File: src/rtl/alu_issue_seq.sv
// -----------------------------------------------------------------------------
// alu_issue_seq
//
// Upstream sequencer for the 32-bit ALU. Accepts one operation per request
// handshake and registers operands/opcode onto the ALU inputs. For MOD it
// pulses the modulo unit's restart and waits out its iteration count. It then
// captures the ALU result and offers it on a response handshake. Only one
// operation is in flight at a time.
//
// Parameters:
//   MOD_CYCLES   cycles the modulo unit needs after its clear pulse (>= 1)
//   DIV0_RESULT  result returned for MOD with a zero divisor
//
// Ports:
//   clk, reset            clock; synchronous active-high reset
//   req_valid/req_ready   request handshake; req_a, req_b, req_op payload
//   alu_a, alu_b, alu_op  registered operands/opcode driven to the ALU
//   alu_mod_clr           one-cycle restart pulse to the modulo unit
//   alu_result            result returned by the ALU
//   rsp_valid/rsp_ready   response handshake; rsp_result, rsp_op, rsp_err
//
// Optional build macro ALU_SEQ_STATS_EN adds op_count (16b, completed
// responses) and err_count (8b, completed divide-by-zero responses).
// -----------------------------------------------------------------------------
module alu_issue_seq #(
  parameter int unsigned MOD_CYCLES  = 40,
  parameter logic [31:0] DIV0_RESULT = 32'hFFFF_FFFF
) (
  input  logic        clk,
  input  logic        reset,
  input  logic        req_valid,
  output logic        req_ready,
  input  logic [31:0] req_a,
  input  logic [31:0] req_b,
  input  logic [2:0]  req_op,
  output logic [31:0] alu_a,
  output logic [31:0] alu_b,
  output logic [2:0]  alu_op,
  output logic        alu_mod_clr,
  input  logic [31:0] alu_result,
  output logic        rsp_valid,
  input  logic        rsp_ready,
  output logic [31:0] rsp_result,
  output logic [2:0]  rsp_op,
  output logic        rsp_err
`ifdef ALU_SEQ_STATS_EN
  ,
  output logic [15:0] op_count,
  output logic [7:0]  err_count
`endif
);

  localparam logic [2:0] OP_MOD = 3'b010;

  // Wide enough to hold MOD_CYCLES-1, never narrower than one bit.
  localparam int unsigned           CNT_W    = (MOD_CYCLES > 1) ? $clog2(MOD_CYCLES) : 1;
  localparam logic [CNT_W-1:0]      CNT_LOAD = CNT_W'(MOD_CYCLES - 1);

  typedef enum logic [2:0] {
    S_IDLE,
    S_EXEC,
    S_MCLR,
    S_MWAIT,
    S_RESP
  } state_e;

  state_e             state_q, state_d;
  logic               ready_q, ready_d;
  logic [31:0]        a_q, a_d;
  logic [31:0]        b_q, b_d;
  logic [2:0]         op_q, op_d;
  logic [CNT_W-1:0]   cnt_q, cnt_d;
  logic [31:0]        res_q, res_d;
  logic [2:0]         rop_q, rop_d;
  logic               err_q, err_d;

  logic accept;
  logic rsp_fire;

  assign accept   = req_valid && ready_q;
  assign rsp_fire = (state_q == S_RESP) && rsp_ready;

  // NOTE: every signal assigned in this block gets a default first; a missing
  // default on any branch would infer a latch.
  always_comb begin
    state_d = state_q;
    a_d     = a_q;
    b_d     = b_q;
    op_d    = op_q;
    cnt_d   = cnt_q;
    res_d   = res_q;
    rop_d   = rop_q;
    err_d   = err_q;

    case (state_q)
      S_IDLE: begin
        if (accept) begin
          a_d  = req_a;
          b_d  = req_b;
          op_d = req_op;
          if (req_op != OP_MOD) begin
            state_d = S_EXEC;
          end else if (req_b != '0) begin
            state_d = S_MCLR;
          end else begin
            // Divide by zero never touches the modulo unit.
            state_d = S_RESP;
            res_d   = DIV0_RESULT;
            rop_d   = req_op;
            err_d   = 1'b1;
          end
        end
      end
      S_EXEC: begin
        res_d   = alu_result;
        rop_d   = op_q;
        err_d   = 1'b0;
        state_d = S_RESP;
      end
      S_MCLR: begin
        cnt_d   = CNT_LOAD;
        state_d = S_MWAIT;
      end
      S_MWAIT: begin
        if (cnt_q == '0) begin
          res_d   = alu_result;
          rop_d   = op_q;
          err_d   = 1'b0;
          state_d = S_RESP;
        end else begin
          cnt_d = cnt_q - CNT_W'(1);
        end
      end
      S_RESP: begin
        if (rsp_ready) state_d = S_IDLE;
      end
      default: state_d = S_IDLE;
    endcase

    // Ready is registered so it is low for the cycle following a reset edge
    // and high on every cycle the FSM sits in IDLE afterwards.
    ready_d = (state_d == S_IDLE);
  end

  // NOTE: sequential state uses non-blocking assignments only, so every
  // register samples the pre-edge value of every other register.
  always_ff @(posedge clk) begin
    if (reset) begin
      state_q <= S_IDLE;
      ready_q <= 1'b0;
      a_q     <= '0;
      b_q     <= '0;
      op_q    <= '0;
      cnt_q   <= '0;
      res_q   <= '0;
      rop_q   <= '0;
      err_q   <= 1'b0;
    end else begin
      state_q <= state_d;
      ready_q <= ready_d;
      a_q     <= a_d;
      b_q     <= b_d;
      op_q    <= op_d;
      cnt_q   <= cnt_d;
      res_q   <= res_d;
      rop_q   <= rop_d;
      err_q   <= err_d;
    end
  end

  assign req_ready   = ready_q;
  assign alu_a       = a_q;
  assign alu_b       = b_q;
  assign alu_op      = op_q;
  assign alu_mod_clr = (state_q == S_MCLR);
  assign rsp_valid   = (state_q == S_RESP);
  assign rsp_result  = res_q;
  assign rsp_op      = rop_q;
  assign rsp_err     = err_q;

`ifdef ALU_SEQ_STATS_EN
  logic [15:0] op_count_q;
  logic [7:0]  err_count_q;

  // Both counters wrap naturally at full scale.
  always_ff @(posedge clk) begin
    if (reset) begin
      op_count_q  <= '0;
      err_count_q <= '0;
    end else if (rsp_fire) begin
      op_count_q <= op_count_q + 16'd1;
      if (err_q) err_count_q <= err_count_q + 8'd1;
    end
  end

  assign op_count  = op_count_q;
  assign err_count = err_count_q;
`else
  logic unused_rsp_fire;
  assign unused_rsp_fire = rsp_fire;
`endif

endmodule

File: config.mk
export PLATFORM = sky130hd
export DESIGN_NAME = alu_issue_seq
export DESIGN_NICKNAME = d
export VERILOG_FILES = /design/src/rtl/alu_issue_seq.sv
export SDC_FILE = /design/constraint.sdc
export NUM_CORES = 1
export LEC_CHECK = 0
export BUFFER_PORTS_ARGS = -buffer_cell sky130_fd_sc_hd__buf_2
export CAP_MARGIN = 20
export CORE_MARGIN = 8
export CORE_UTILIZATION = 45
export CTS_CLUSTER_SIZE = 16
export DETAILED_ROUTE_END_ITERATION = 16
export MAX_ROUTING_LAYER = met4
export PLACE_DENSITY = 0.89
export SKIP_LAST_GASP = 1
export SLEW_MARGIN = 5
export SYNTH_ARGS = -nofsm -noshare
export SYNTH_HDL_FRONTEND = slang
export SYNTH_SLANG_ARGS = --single-unit
File: constraint.sdc
create_clock -name clk -period 3.2 [get_ports clk]
set_input_delay 0.48 -clock clk [delete_from_list [all_inputs] [get_ports clk]]
set_output_delay 0.48 -clock clk [all_outputs]
set_load 0.005 [all_outputs]
Word level (Yosys, flattened, before mapping)
Cells that the tools add are included.
{ "word_totals": {"output_inout_bits": 106, "regBits": 113, "wordCells": 53, "input_bits": 103} }
{ "classes": {"n_eq_ne": 10, "mux": 23, "reduce_logical": 10, "add_sub_neg": 1} }
{ "ops": {"columns": ["cell", "n"], "rows": [
  ["$mux 32", 4],
  ["$pmux 32 s3", 1],
  ["$reduce_bool 32->1", 1],
  ["$mux 3", 9],
  ["$pmux 3 s5", 1],
  ["$pmux 6 s2", 1],
  ["$ne 2x2->1 const B", 5],
  ["$pmux 3 s3", 1],
  ["$eq 3x2->1 const B", 2],
  ["$logic_not 3->1", 2],
  ["$logic_not 6->1", 1],
  ["$mux 6", 1],
  ["$sub 6x1->6 const B", 1],
  ["$reduce_and 5->1", 1],
  ["$mux 1", 4],
  ["$reduce_and 2->1", 2],
  ["$eq 3x1->1 const B", 1],
  ["$eq 3x3->1 const B", 1],
  ["$ne 3x2->1 const B", 1],
  ["$pmux 1 s3", 1],
  ["$reduce_bool 3->1", 1],
  ["$reduce_bool 2->1", 1],
  ["$logic_and 1x1->1", 1]
]} }

Depth between registers and ports, before layout
{ "depth": {"depth_word": 6, "mapped_depth": 8, "depth_no_buf": 6} }

Worst setup path after synthesis
Ideal clock, no wire load.
{ "synth_path": {"path_type": "reg2reg", "startpoint": "reg cnt_q[0]", "endpoint": "reg cnt_q[3]", "setup_slack_ns": 1.434, "path_buffers": 0, "stages_incl_launch_ff": 7, "setup_time_ns": 0.086, "t_arrival_ns": 1.680, "period_less_slack_ns": 1.766, "required_time_ns": 3.114, "cell_sequence": "dfxtp_1 > inv_1 > ha_1 > nor2b_1 > a31o_4 > or4_1 > a211oi_1"} }
{ "synth_between": {"elab_chain_len": 3, "word_cells_on_any_way": 6, "classes_between": "add/sub (1); eq/ne (1); mux (2); reduce/logical (2)"} }
{ "synth_rtl": {"columns": ["element", "line", "source"], "rows": [
  ["start, declared", "72", "logic [CNT_W-1:0] cnt_q, cnt_d;"],
  ["start signal, assigned", "164", "cnt_q <= cnt_d;"],
  ["$sub 6x1->6 or $logic_not 6->1 (tied branches)", "131, 125", null],
  ["$mux 6 or $ne 2x2->1 (tied branches)", null, null],
  ["$pmux 6 s2 or $reduce_and 2->1 (tied branches)", null, null]
]} }
Parallel ways exist; a longest one is shown, timed or not. The select of a mux whose other input is x is not followed.
A chain may end at the register's enable or synchronous reset.

Final worst setup path
{ "layout_path": {"startpoint": "reg cnt_q[0]", "endpoint": "reg res_q[12] (netlist: rsp_result[12])"} }
{ "layout_between": {"elab_chain_len": 3} }
{ "layout_rtl": {"columns": ["element", "line", "source"], "rows": [
  ["$logic_not 6->1", "125", "if (cnt_q == '0) begin"],
  ["$ne 2x2->1 (no line)", null, null],
  ["$reduce_and 5->1 (no line)", null, null],
  ["end signal, assigned", "165", "res_q <= res_d;"],
  ["end, declared", "73", "logic [31:0] res_q, res_d;"]
]} }
Every way passes these cells.

==> results.toml <==
[run_status]
status = "finished clean"

[setup_path]
path_class = "flop to flop"
worstSetupStartpointType = "flop"
endpoint_kind = "flop"
worstPathArrival_ns = 2.67
cp.required_ns = 3.62
worstPathMaxFanout = 21

[final_layout]
filler_cell_count = 839
fin_area_sq_um = 6062
final_cells = 871
seq_area_sq_um = 2262
nets = 828
drive_gt1_share_pct = 35.96
multiInputGateArea_sq_um = 1907
area_growth_pct = 38.31

[sta]
relSlewSlack_pct = 37.24
finalHoldViolCount = 0
max_freq_mhz = 442.9
post-route-min-period_ns = 2.258
worst_pin_slew_ns = 0.9404
rsz0062_at_grt = "false"
fin_tns_setup_ns = 0
clock_skew_ns = 0.01043
whs_ns = 0.2167
drv_slew = 0
fin_crit_sh_pct = 70.56
setup_violations = 0

[drt]
drt_iter0_markers = 361
drc = 0
routed_via_density = 5.100
ant_nets = 0
wire_per_inst_um = 15.34
num_vias = 4442
wirelength_mm = 13.36
drt-pass1-iter-count = 5

[synthesis]
ys_top_cells_by_count = "nand2_1, dfxtp_1, a21oi_1, nor2_1, o21ai_0"
synth_top_area_cell = "dfxtp_1"
ys_ff_latch = 113
synth-edff-count = 0
synth_top_area_share_pct = 51.61
synth_fp_nets = 637
ys_warn_count = 0
synth_flop_cell = "dfxtp_1"
syn-cell-area_sq_um = 4383
ys_types = 50
async_flop_share_pct = 0
synth_most_common_cell = "nand2_1"
synthesis.instances = 533
synth_area_leaders = "dfxtp_1, a21oi_1, nand2_1, o21ai_0, nor2_1"
ys_seq_area_share_pct = 51.61
avgSynthCellArea_sq_um = 8.223

[power]
p_seq_share_pct = 39.2
power.switching_w = 0.001077
p_sw_share_pct = 26.25
pwr_density_cell_nw_per_um2 = 676.9
intPower_w = 0.003026
design_power_total_w = 0.004103
pwr-share-comb_pct = 13.9
peakVddDrop_uv = 406.2
p_leak_nw = 2.724
pwr-share-clk_pct = 46.9

[clock_tree]
post_cts_resized = 0
htreeDepth = 4
cts_hold_buf = 0
clock-sinks = 113
cts_tree = "built"
root_buffer = "clkbuf_8"
cts_buffers = 17
clkTransAtPathRegs_ns = 0.06
clockBufferDepth = 2
cts_setup_buffers = 0
clkLatencyLatePin_ns = 0.50

[floorplan]
placementRows = 36
io_pins = 209
core_sq_um = 9594
die_area_sq_um = 13150
die-width_um = 114.7
die_h_um = 114.7
start_util_pct = 45.68

[global_routing]
grt_max_degree = 69
grt_pass1_wl_mm = 20.71
grt_usage_pct = 20.37
antenna_found_initial = 1
grt_overflow = 0
grt_pass1_vias = 4298

[placed_design]
dp_hpwl_mm = 9.680
placed_cell_area_sq_um = 5444
place_congestion = 0.8612
io_buffers = 208
dp.cells = 838

[job]
cap_violations = 0

[hold_path]
hold_class = "input port to flop"
routing by layer:
metal	vias up	global-route usage (%)	part of all wire [%]	wire [um]
met4	0	5.604	0.91	121
met5	-	-	0	0
met1	2037	22.55	42	5578
li1	2202	-	-	-
met2	192	34.03	48	6386
met3	11	7.278	9.5	1276
area by class of cell:
class	count	share of cell area (%)
antenna	1	0.04128
clock buffer	19	7.286
clock inverter	13	2.869
inverter	6	0.3715
multi-input combinational	372	31.46
sequential	113	37.32
tap	133	2.745
timing repair buffer	214	17.92
cell families (layout without fill, tap and decap cells):
logic type | count (synthesis) | count (layout) | share of synthesized area [%]
multiplexers | 1 | 1 | 0.2284
buffers and inverters | 48 | 252 | 5.252
other | 0 | 1 | 0
AND/OR/NAND/NOR | 209 | 209 | 21.78
adder cells (fa/ha/maj) | 1 | 1 | 0.2854
flip-flops | 113 | 113 | 51.61
XOR/XNOR | 2 | 2 | 0.3997
AO/OA/AOI/OAI | 159 | 159 | 20.44
power by group through the flow:
| stage | sequential, W | clock, W | combinational [W] |
|---|---|---|---|
| finish | 0.00161 | 0.00192 | 0.000571 |
| global route | 0.00163 | 0.00202 | 0.000642 |
| CTS | 0.00161 | 0.00196 | 0.000579 |
| global placement | 0.00163 | 0 | 0.000565 |
| detailed placement | 0.00164 | 0 | 0.000576 |
| floorplan | 0.00164 | 0 | 0.000296 |
path summary, 6_finish.rpt:
path | from | to | slack [ns] | cells past startpoint
worst min-delay path | req_a[11] | alu_a[11] | 0.22 | 3
worst min register to register | alu_a[28] | alu_a[28] | 0.45 | 2
worst max register to register | cnt_q[0] | rsp_result[12] | 0.94 | 7
worst max-delay path | cnt_q[0] | rsp_result[12] | 0.94 | 7
worst max-delay path, cell delays in order (launching register included):
cell,delay (ns)
dfxtp_1,0.34
inv_1,0.06
ha_1,0.26
and4bb_2,0.27
a2bb2oi_2,0.59
buf_4,0.35
o21ai_0,0.14
a21oi_1,0.18
registers in the layout, summed over array words and instances, names as in the netlist:
register	flops
cnt_q	6
alu_op	3
rsp_result	32
state_q	3
rsp_err	1
alu_b	32
rsp_op	3
req_ready	1
alu_a	32
cell usage in the layout (no fill, tap or decap), types with 4 or more instances in the layout:
cell,n
nand2_1,136
buf_2,208
nand2b_1,5
o2111ai_1,5
inv_6,5
inv_1,6
a21oi_1,102
nor4_1,4
clkbuf_16,16
nor4_2,4
o21ai_0,30
buf_4,6
nor2_1,34
nand3_1,4
dfxtp_1,113
metrics by stage:
step | setup slack (ns) | utilization [%]
final | 0.9419 | 63.18
after global routing | 0.7503 | 63.18
after CTS | 0.9441 | 63.16
after detailed placement | 0.7487 | 56.74
after global placement | 0.7926 | 56.74
after floorplan | 1.434 | -
(Power assumes the default switching activity.)
